`config.mk`:
```
export PLATFORM = sky130hd
export DESIGN_NAME = mem_port_arbiter_flat
export DESIGN_NICKNAME = d
export VERILOG_FILES = /design/src/rtl/mem_pkg.sv /design/src/rtl/mem_port_arbiter_if.sv /design/src/rtl/mem_arb_streak.sv /design/src/rtl/mem_port_arbiter.sv /design/src/flat_wrapper.sv
export SDC_FILE = /design/constraint.sdc
export NUM_CORES = 1
export LEC_CHECK = 0
export CAP_MARGIN = 20
export CORE_AREA = 5 5 102 104
export CTS_CLUSTER_DIAMETER = 120
export DETAILED_ROUTE_END_ITERATION = 6
export DIE_AREA = 0 0 107 109
export PLACE_DENSITY = 0.64
export SLEW_MARGIN = 20
export SYNTH_ARGS = -nofsm -noshare
export SYNTH_HDL_FRONTEND = slang
export SYNTH_SLANG_ARGS = --single-unit
```
`constraint.sdc`:
```
create_clock -name i_clk -period 2.4 [get_ports i_clk]
set_input_delay 0.48 -clock i_clk [delete_from_list [all_inputs] [get_ports i_clk]]
set_output_delay 0.48 -clock i_clk [all_outputs]
set_load 0.01 [all_outputs]
```
`src/rtl/mem_pkg.sv`:
```
// Shared types and constants for the data-memory port arbiter.
package mem_pkg;

    // Memory control word: bit 1 requests a read, bit 0 requests a write.
    typedef logic [1:0] mem_ctrl_t;

    localparam int unsigned MEM_RD_BIT = 1;
    localparam int unsigned MEM_WR_BIT = 0;
    localparam mem_ctrl_t   MEM_CTRL_FETCH = 2'b10;

    // Which requester the memory response of the current cycle belongs to.
    typedef enum logic [1:0] {
        OWN_NONE = 2'd0,
        OWN_D    = 2'd1,
        OWN_I    = 2'd2
    } arb_owner_t;

endpackage

```
`src/rtl/mem_port_arbiter_if.sv`:
```
// Bundle of the data port, fetch port and memory-side signals of the arbiter.
// Optional statistics outputs exist only when MEM_ARB_STATS_EN is defined.
interface mem_port_arbiter_if #(
    parameter int unsigned ADDR_W = 32,
    parameter int unsigned DATA_W = 32
);
    import mem_pkg::*;

    logic              i_d_valid;
    logic              o_d_ready;
    logic [ADDR_W-1:0] i_d_addr;
    logic [DATA_W-1:0] i_d_wdata;
    mem_ctrl_t         i_d_ctrl;
    logic              o_d_rsp_valid;
    logic [DATA_W-1:0] o_d_rdata;

    logic              i_i_valid;
    logic              o_i_ready;
    logic [ADDR_W-1:0] i_i_addr;
    logic              o_i_rsp_valid;
    logic [DATA_W-1:0] o_i_rdata;

    logic [ADDR_W-1:0] o_memAddr;
    logic [DATA_W-1:0] o_writeData;
    mem_ctrl_t         o_ctrlMEM;
    logic              o_en_MEM;
    logic [DATA_W-1:0] i_readData;

`ifdef MEM_ARB_STATS_EN
    logic [31:0]       o_stat_dgrants;
    logic [31:0]       o_stat_igrants;
    logic [31:0]       o_stat_conflicts;
`endif

    // Arbiter side.
    modport slave (
        input  i_d_valid, i_d_addr, i_d_wdata, i_d_ctrl,
        input  i_i_valid, i_i_addr, i_readData,
        output o_d_ready, o_d_rsp_valid, o_d_rdata,
        output o_i_ready, o_i_rsp_valid, o_i_rdata,
        output o_memAddr, o_writeData, o_ctrlMEM, o_en_MEM
`ifdef MEM_ARB_STATS_EN
        , output o_stat_dgrants, o_stat_igrants, o_stat_conflicts
`endif
    );

    // Requester / memory side.
    modport master (
        output i_d_valid, i_d_addr, i_d_wdata, i_d_ctrl,
        output i_i_valid, i_i_addr, i_readData,
        input  o_d_ready, o_d_rsp_valid, o_d_rdata,
        input  o_i_ready, o_i_rsp_valid, o_i_rdata,
        input  o_memAddr, o_writeData, o_ctrlMEM, o_en_MEM
`ifdef MEM_ARB_STATS_EN
        , input o_stat_dgrants, o_stat_igrants, o_stat_conflicts
`endif
    );

endinterface

```
`src/rtl/mem_arb_streak.sv`:
```
// Starvation counter: counts consecutive data grants while a fetch waits and
// flags when the fetch must be given the next slot.
module mem_arb_streak #(
    parameter int unsigned MAX_DSTREAK = 4
) (
    input  logic i_clk,
    input  logic i_reset,
    input  logic d_win,
    input  logic i_win,
    input  logic i_i_valid,
    output logic limit_hit
);
    logic [3:0] streak_reg;

    // Count data grants that bypass a pending fetch; clear once the fetch is served or withdrawn.
    always_ff @(posedge i_clk or posedge i_reset) begin
        if (i_reset) begin
            streak_reg <= 4'd0;
        end else if (d_win && i_i_valid) begin
            if (streak_reg != 4'hF)
                streak_reg <= streak_reg + 4'd1;
        end else if (i_win || !i_i_valid) begin
            streak_reg <= 4'd0;
        end
    end

    assign limit_hit = (streak_reg == 4'(MAX_DSTREAK));

endmodule

```
`src/rtl/mem_port_arbiter.sv`:
```
// Two-requester arbiter for the single-port data memory: data stage has
// priority, bounded by a starvation limit so instruction fetch keeps moving.
// Responses return exactly one cycle after their grant.
// Optional build macro: MEM_ARB_STATS_EN adds grant/conflict counters.
module mem_port_arbiter
    import mem_pkg::*;
#(
    parameter int unsigned ADDR_W      = 32,
    parameter int unsigned DATA_W      = 32,
    parameter int unsigned MAX_DSTREAK = 4
) (
    input  logic i_clk,
    input  logic i_reset,
    mem_port_arbiter_if.slave bus
);
    localparam logic [ADDR_W-1:0] ZERO_ADDR = '0;
    localparam logic [DATA_W-1:0] ZERO_DATA = '0;

    logic       limit_hit;
    logic       d_win;
    logic       i_win;
    arb_owner_t owner_reg;
    logic       d_rd_reg;

    // Data wins unless a fetch has waited out the streak limit; nothing wins during reset.
    assign d_win = !i_reset && bus.i_d_valid && !(bus.i_i_valid && limit_hit);
    assign i_win = !i_reset && bus.i_i_valid && !d_win;

    assign bus.o_d_ready = d_win;
    assign bus.o_i_ready = i_win;

    mem_arb_streak #(.MAX_DSTREAK(MAX_DSTREAK)) u_streak (
        .i_clk     (i_clk),
        .i_reset   (i_reset),
        .d_win     (d_win),
        .i_win     (i_win),
        .i_i_valid (bus.i_i_valid),
        .limit_hit (limit_hit)
    );

    // Route the winning request to the memory; idle cycles drive all zeros.
    always_comb begin
        bus.o_memAddr   = ZERO_ADDR;
        bus.o_writeData = ZERO_DATA;
        bus.o_ctrlMEM   = 2'b00;
        if (d_win) begin
            bus.o_memAddr   = bus.i_d_addr;
            bus.o_writeData = bus.i_d_wdata;
            bus.o_ctrlMEM   = bus.i_d_ctrl;
        end else if (i_win) begin
            bus.o_memAddr   = bus.i_i_addr;
            bus.o_ctrlMEM   = MEM_CTRL_FETCH;
        end
    end

    assign bus.o_en_MEM = (d_win || i_win) && (bus.o_ctrlMEM != 2'b00);

    // Remember who owns next cycle's memory response, and whether a data grant read.
    always_ff @(posedge i_clk or posedge i_reset) begin
        if (i_reset) begin
            owner_reg <= OWN_NONE;
            d_rd_reg  <= 1'b0;
        end else begin
            owner_reg <= d_win ? OWN_D : (i_win ? OWN_I : OWN_NONE);
            d_rd_reg  <= d_win && bus.i_d_ctrl[MEM_RD_BIT];
        end
    end

    // Write and no-op acks carry zero data; only reads forward the memory word.
    assign bus.o_d_rsp_valid = (owner_reg == OWN_D);
    assign bus.o_i_rsp_valid = (owner_reg == OWN_I);
    assign bus.o_d_rdata     = (bus.o_d_rsp_valid && d_rd_reg) ? bus.i_readData : ZERO_DATA;
    assign bus.o_i_rdata     = bus.o_i_rsp_valid ? bus.i_readData : ZERO_DATA;

    // Read+write together is not a legal request; it is served as a read.
    assert property (@(posedge i_clk) disable iff (i_reset)
        !(bus.i_d_valid && bus.i_d_ctrl == 2'b11));

`ifdef MEM_ARB_STATS_EN
    logic [31:0] stat_dgrants_reg;
    logic [31:0] stat_igrants_reg;
    logic [31:0] stat_conflicts_reg;

    // Free-running wrap-around counters of grants and contention cycles.
    always_ff @(posedge i_clk or posedge i_reset) begin
        if (i_reset) begin
            stat_dgrants_reg   <= 32'd0;
            stat_igrants_reg   <= 32'd0;
            stat_conflicts_reg <= 32'd0;
        end else begin
            stat_dgrants_reg   <= stat_dgrants_reg + 32'(d_win);
            stat_igrants_reg   <= stat_igrants_reg + 32'(i_win);
            stat_conflicts_reg <= stat_conflicts_reg + 32'(bus.i_d_valid && bus.i_i_valid);
        end
    end

    assign bus.o_stat_dgrants   = stat_dgrants_reg;
    assign bus.o_stat_igrants   = stat_igrants_reg;
    assign bus.o_stat_conflicts = stat_conflicts_reg;
`endif

endmodule

```
`src/flat_wrapper.sv`:
```
// flat-port wrapper written by rule: the top's interface ports become plain ports
module mem_port_arbiter_flat import mem_pkg::*;
#(
    parameter int unsigned ADDR_W      = 32,
    parameter int unsigned DATA_W      = 32,
    parameter int unsigned MAX_DSTREAK = 4
)
  (i_clk, i_reset, bus_i_d_valid, bus_i_d_addr, bus_i_d_wdata, bus_i_d_ctrl, bus_i_i_valid, bus_i_i_addr, bus_i_readData, bus_o_d_ready, bus_o_d_rsp_valid, bus_o_d_rdata, bus_o_i_ready, bus_o_i_rsp_valid, bus_o_i_rdata, bus_o_memAddr, bus_o_writeData, bus_o_ctrlMEM, bus_o_en_MEM);
  mem_port_arbiter_if #(.ADDR_W(ADDR_W), .DATA_W(DATA_W)) bus_i ();
  input  logic i_clk;
  input  logic i_reset;
  input wire logic [$bits(bus_i.i_d_valid)-1:0] bus_i_d_valid;
  input wire logic [$bits(bus_i.i_d_addr)-1:0] bus_i_d_addr;
  input wire logic [$bits(bus_i.i_d_wdata)-1:0] bus_i_d_wdata;
  input wire logic [$bits(bus_i.i_d_ctrl)-1:0] bus_i_d_ctrl;
  input wire logic [$bits(bus_i.i_i_valid)-1:0] bus_i_i_valid;
  input wire logic [$bits(bus_i.i_i_addr)-1:0] bus_i_i_addr;
  input wire logic [$bits(bus_i.i_readData)-1:0] bus_i_readData;
  output wire logic [$bits(bus_i.o_d_ready)-1:0] bus_o_d_ready;
  output wire logic [$bits(bus_i.o_d_rsp_valid)-1:0] bus_o_d_rsp_valid;
  output wire logic [$bits(bus_i.o_d_rdata)-1:0] bus_o_d_rdata;
  output wire logic [$bits(bus_i.o_i_ready)-1:0] bus_o_i_ready;
  output wire logic [$bits(bus_i.o_i_rsp_valid)-1:0] bus_o_i_rsp_valid;
  output wire logic [$bits(bus_i.o_i_rdata)-1:0] bus_o_i_rdata;
  output wire logic [$bits(bus_i.o_memAddr)-1:0] bus_o_memAddr;
  output wire logic [$bits(bus_i.o_writeData)-1:0] bus_o_writeData;
  output wire logic [$bits(bus_i.o_ctrlMEM)-1:0] bus_o_ctrlMEM;
  output wire logic [$bits(bus_i.o_en_MEM)-1:0] bus_o_en_MEM;
  assign bus_i.i_d_valid = bus_i_d_valid;
  assign bus_i.i_d_addr = bus_i_d_addr;
  assign bus_i.i_d_wdata = bus_i_d_wdata;
  assign bus_i.i_d_ctrl = bus_i_d_ctrl;
  assign bus_i.i_i_valid = bus_i_i_valid;
  assign bus_i.i_i_addr = bus_i_i_addr;
  assign bus_i.i_readData = bus_i_readData;
  assign bus_o_d_ready = bus_i.o_d_ready;
  assign bus_o_d_rsp_valid = bus_i.o_d_rsp_valid;
  assign bus_o_d_rdata = bus_i.o_d_rdata;
  assign bus_o_i_ready = bus_i.o_i_ready;
  assign bus_o_i_rsp_valid = bus_i.o_i_rsp_valid;
  assign bus_o_i_rdata = bus_i.o_i_rdata;
  assign bus_o_memAddr = bus_i.o_memAddr;
  assign bus_o_writeData = bus_i.o_writeData;
  assign bus_o_ctrlMEM = bus_i.o_ctrlMEM;
  assign bus_o_en_MEM = bus_i.o_en_MEM;
  mem_port_arbiter #(.ADDR_W(ADDR_W), .DATA_W(DATA_W), .MAX_DSTREAK(MAX_DSTREAK)) u_core (.i_clk(i_clk), .i_reset(i_reset), .bus(bus_i));
endmodule
```
Word-level counts from Yosys, hierarchy flattened

Index checks and enable logic that the tools add are counted.

Flip-flop bits (word level): 7
Latch bits: 0
Bits in writable memories: 0
Bits in read-only memories: 0
Output and inout bits: 135
Memories: 0

Add/sub/neg operators: 1
$mul: 0
Div/mod/pow operators: 0
Magnitude comparators: 0
Equality and inequality tests: 5
Shifts and indexed selects: 0
Mux-type cells: 11
Bitwise gates (word level): 0
Reductions and logical operators: 18

Operator list:

| cell                  | number |
|---|---|
| $mux W32              | 5 |
| $mux W4               | 3 |
| $logic_and A1 B1 Y1   | 9 |
| $mux W2               | 3 |
| $add A4 B1 Y4 const B | 1 |
| $eq A4 B3 Y1 const B  | 1 |
| $logic_not A1 Y1      | 4 |
| $ne A4 B4 Y1 const B  | 1 |
| $reduce_bool A2 Y1    | 2 |
| $eq A2 B1 Y1 const B  | 1 |
| $eq A2 B2 Y1 const B  | 1 |
| $logic_or A1 B1 Y1    | 2 |
| $ne A2 B1 Y1 const B  | 1 |
| $reduce_and A2 Y1     | 1 |

Depth between registers and ports, before layout

Depth in word-level cells: 10
Depth in mapped cells: 7
Gate-level depth less buffers: 5

Cells and area by module

From an unflattened synthesis, not the netlist that was laid out.

Cell total of the unflattened synthesis: 234
Area total of the unflattened synthesis: 1589.0 um^2

Modules (own cells, without submodules):

| module           | instances | cells each | area each (um^2) | sequential area each (um^2) |
|---|---|---|---|---|
| mem_port_arbiter | 1         | 207        | 1318.8           | 75.1 |
| mem_arb_streak   | 1         | 27         | 270.3            | 100.1 |

Worst setup path before layout

No wires, ideal clock.

Path kind: flip-flop to output port
Start: register u_core.u_streak.streak_reg[0]
End: output port bus_o_memAddr[23]
Arrival: 1522 ps
Data required time: 1920 ps
Setup slack: 398 ps
Stages on the path, launching flop included: 8
Cells stage by stage: dfrtp_1 inv_1 ha_1 nand4b_2 and2_1 buf_6 buf_6 a22o_1

Cells in the longest elaborated chain, start to end: 8

RTL lines:

| element                 | line                   | text |
|---|---|---|
| from (decl)             | mem_arb_streak.sv:13   | `logic [3:0] streak_reg;` |
| from (signal assigned)  | mem_arb_streak.sv:21   | `streak_reg <= streak_reg + 4'd1;` |
| $eq A4 B3 Y1 (*)        | mem_arb_streak.sv:27   | `assign limit_hit = (streak_reg == 4'(MAX_DSTREAK));` |
| $logic_and A1 B1 Y1 (*) | mem_port_arbiter.sv:26 | `assign d_win = !i_reset && bus.i_d_valid && !(bus.i_i_valid && limit_hit);` |
| $logic_not A1 Y1 (*)    | mem_port_arbiter.sv:26 |  |
| $logic_and A1 B1 Y1 (*) | mem_port_arbiter.sv:26 |  |
| net bus_o_d_ready       | flat_wrapper.sv:19     | `output wire logic [$bits(bus_i.o_d_ready)-1:0] bus_o_d_ready;` |
| $logic_not A1 Y1        | mem_port_arbiter.sv:27 | `assign i_win = !i_reset && bus.i_i_valid && !d_win;` |
| $logic_and A1 B1 Y1     | mem_port_arbiter.sv:27 |  |
| $mux W32                | mem_port_arbiter.sv:50 | `end else if (i_win) begin` |
| $mux W32 (*)            | mem_port_arbiter.sv:46 | `if (d_win) begin` |
| to (decl)               | flat_wrapper.sv:25     | `output wire logic [$bits(bus_i.o_memAddr)-1:0] bus_o_memAddr;` |

The timed path passes the listed nets; every way through them passes the cells marked *.

Final worst setup path

Start: input port i_reset
End: output port bus_o_writeData[16]

Cells in the longest elaborated chain, start to end: 4

RTL lines:

| element                           | line                   | text |
|---|---|---|
| from (decl)                       | flat_wrapper.sv:11     | `input logic i_reset;` |
| $logic_not A1 Y1                  | mem_port_arbiter.sv:26 |  |
| $logic_and A1 B1 Y1 (2 in series) | mem_port_arbiter.sv:26 |  |
| $mux W32                          | mem_port_arbiter.sv:46 |  |
| to (decl)                         | flat_wrapper.sv:26     | `output wire logic [$bits(bus_i.o_writeData)-1:0] bus_o_writeData;` |

Every way passes these cells.

==> results.json <==
{
  "clock_latency_ns": 0.22,
  "start_util": 0.152,
  "finalSetupTns_ns": 0,
  "final_cell_mix": "clkdlybuf4s50_1 (226), and3_1 (66), and2_1 (32), a22o_1 (32), buf_2 (24)",
  "synth_compound_area_frac": 0.244,
  "synth_xor_area_frac": 0.00608,
  "r2r_cells": 6,
  "routed_wirelength_um": 9490,
  "clk_pin_slew_ns": 0.04,
  "postSynthCellCount": 193,
  "clockBufferDepth": 2,
  "synth_mux_area_frac": 0,
  "hold_path_class": "in -> async",
  "dr_total_vias": 2567,
  "worstPathMaxFanout": 24,
  "syn_area_mm2": 0.00144,
  "fin_crit_sh": 0.967,
  "place.gp.congestion": 0.746,
  "fmax_ghz": 0.431,
  "netlist-cell-type-count": 26,
  "timing.critical_path.required_ns": 1.92,
  "synthAdderAreaFrac": 0.0174,
  "syn_nets": 329,
  "die-area_mm2": 0.0117,
  "synth_top_family_by_area": "simple AND/OR/NAND/NOR gates",
  "relSlewSlack": 0.817,
  "cts_tree": "yes",
  "fp.dieW_um": 107,
  "drc": 0,
  "ys_ff_latch": 7,
  "clock_sinks": 7,
  "grt_pass1_wl_um": 13200,
  "hold_viol": 0,
  "cts_buffers": 3,
  "cp-end-kind": "output port",
  "final_cell_count_no_fill": 586,
  "die_h_um": 109,
  "area_delta_synth_final_pct": 206,
  "largest_register_ffs": 4,
  "num-fill-cells": 975,
  "ys_seq_area_frac": 0.122,
  "coreArea_mm2": 0.00946,
  "route.met3.wl_um": 1060,
  "hold_buffers": 0,
  "routedWlPerCell_um": 16.2,
  "leakagePower_nw": 2.12,
  "grt_pass1_vias": 2547,
  "dpl.hpwl_um": 7910,
  "antenna_found_initial": 0,
  "post-route-min-period_ns": 2.32,
  "viasPerCell": 4.38,
  "drv_slew": 0,
  "p_per_area_mw_per_mm2": 193,
  "drv_cap": 0,
  "finalSetupViolations": 0,
  "ys_warn_count": 0,
  "dp.cells": 573,
  "synth-simple-area-share": 0.500,
  "dr_wl_met2_um": 4780,
  "ios": 269,
  "drt-pass1-iter-count": 3,
  "grt_usage": 0.141,
  "crit_path_start_kind": "input pin",
  "nets": 609,
  "rsz0062_at_grt": "false",
  "vdd_drop_max_mv": 0.115,
  "m1WireLength_um": 3610,
  "rows": 36,
  "critical_path_arrival_ns": 1.84,
  "diodes": 0,
  "drt_iter0_markers": 70,
  "grt_start_max_net_pins": 34,
  "syn_area_per_cell_um2": 7.46,
  "status": "completed",
  "overflow": 0,
  "fin_worst_skew_ns": 0.00516,
  "final_layout_size_suffix_gt1_frac": 0.161,
  "worst-slew-pin-transition_ns": 0.275,
  "port_buffers": 268,
  "mostFrequentLayoutCell": "clkdlybuf4s50_1",
  "cts_root_buf": "clkbuf_8",
  "crit_type": "in -> out",
  "top_layer_used": "met4",
  "antenna_left": 0,
  "cts.htree.levels": 1
}
logic make-up (layout without fill, tap and decap cells):
| group | Yosys count | count (layout) |
|---|---|---|
| flops | 7 | 7 |
| compound gates | 41 | 41 |
| fa+ha+maj | 2 | 2 |
| buf+inv | 28 | 307 |
| xor+xnor | 1 | 1 |
| simple gates | 114 | 114 |
cell usage after synthesis:
cell | count | area, µm²
nand3_1 | 5 | 25.0
clkbuf_1 | 15 | 56.3
o21ai_0 | 3 | 15.0
nand4_1 | 1 | 6.26
a22o_1 | 32 | 280
nor3_1 | 1 | 5.00
nand3b_2 | 1 | 11.3
nand3b_1 | 1 | 7.51
inv_1 | 5 | 18.8
dfrtp_1 | 7 | 175
a21o_1 | 1 | 7.51
a41o_1 | 1 | 10.0
xor2_1 | 1 | 8.76
buf_2 | 1 | 5.00
a211oi_1 | 1 | 7.51
or2_1 | 1 | 6.26
and2_1 | 33 | 206
a21oi_1 | 1 | 5.00
nand4b_2 | 1 | 15.0
buf_6 | 7 | 78.8
a211oi_4 | 1 | 20.0
nor2b_1 | 3 | 18.8
or2_2 | 1 | 6.26
ha_1 | 2 | 25.0
a31oi_1 | 1 | 6.26
and3_1 | 66 | 413
critical path, stage by stage:
cell and delay [ns]:
dlygate4sd2_1 0.29, nor2b_4 0.18, buf_8 0.16, and3_1 0.18
clkdlybuf4s50_1 0.54
report_power, final:
group,total [mW],internal [mW],switching [mW]
clock,0.162,0.115,0.0477
combinational,0.562,0.372,0.190
sequential,0.124,0.122,0.00177
path summary, 6_finish.rpt:
kind                                                from                       endpoint  slack [ns]
setup / recovery                                 i_reset            bus_o_writeData[16]        0.08
hold / removal                                   i_reset  u_core.u_streak.streak_reg[2]        0.55
setup reg to reg           u_core.u_streak.streak_reg[0]  u_core.u_streak.streak_reg[1]        0.98
hold reg to reg            u_core.u_streak.streak_reg[1]  u_core.u_streak.streak_reg[1]        0.66
max in group asynchronous                        i_reset            u_core.owner_reg[0]        1.63
min in group i_clk         u_core.u_streak.streak_reg[1]  u_core.u_streak.streak_reg[1]        0.66
timing repair:
item | in CTS | in global routing
cloned | 3 | 0
resized for setup | 123 | 28
setup endpoints to repair | 69 | 45
hold endpoints to repair | 0 | 0
buffers inserted | 5 | 1
pin swaps | 4 | 3
routing by layer:
layer | vias up | global-route usage
li1 | 1273 | -
met1 | 1132 | 0.145
met2 | 160 | 0.274
met3 | 2 | 0.0515
met4 | 0 | 0.0274
met5 | - | 0
through the flow:
step	setup slack [ns]	utilization	cell area [µm²]	power [mW]	hold WS, ns
finish	0.0796	0.465	4400	0.848	0.552
global route	0.000911	0.465	4400	0.896	0.597
CTS	0.00197	0.476	4500	0.871	0.567
detailed placement	-0.401	0.456	4310	0.694	0.579
global placement	-0.405	0.456	4310	0.690	0.575
floorplan	0.398	-	1440	0.285	0.283
area by class of cell:
class	count	area, µm²	share of cell area
Inverter	5	18.8	0.00426
Clock buffer	4	45.0	0.0102
Multi-Input combinational cell	158	1150	0.261
Tap cell	114	143	0.0324
Sequential cell	7	175	0.0398
Timing Repair Buffer	298	2870	0.652
Power figures use the tool's default switching activity.
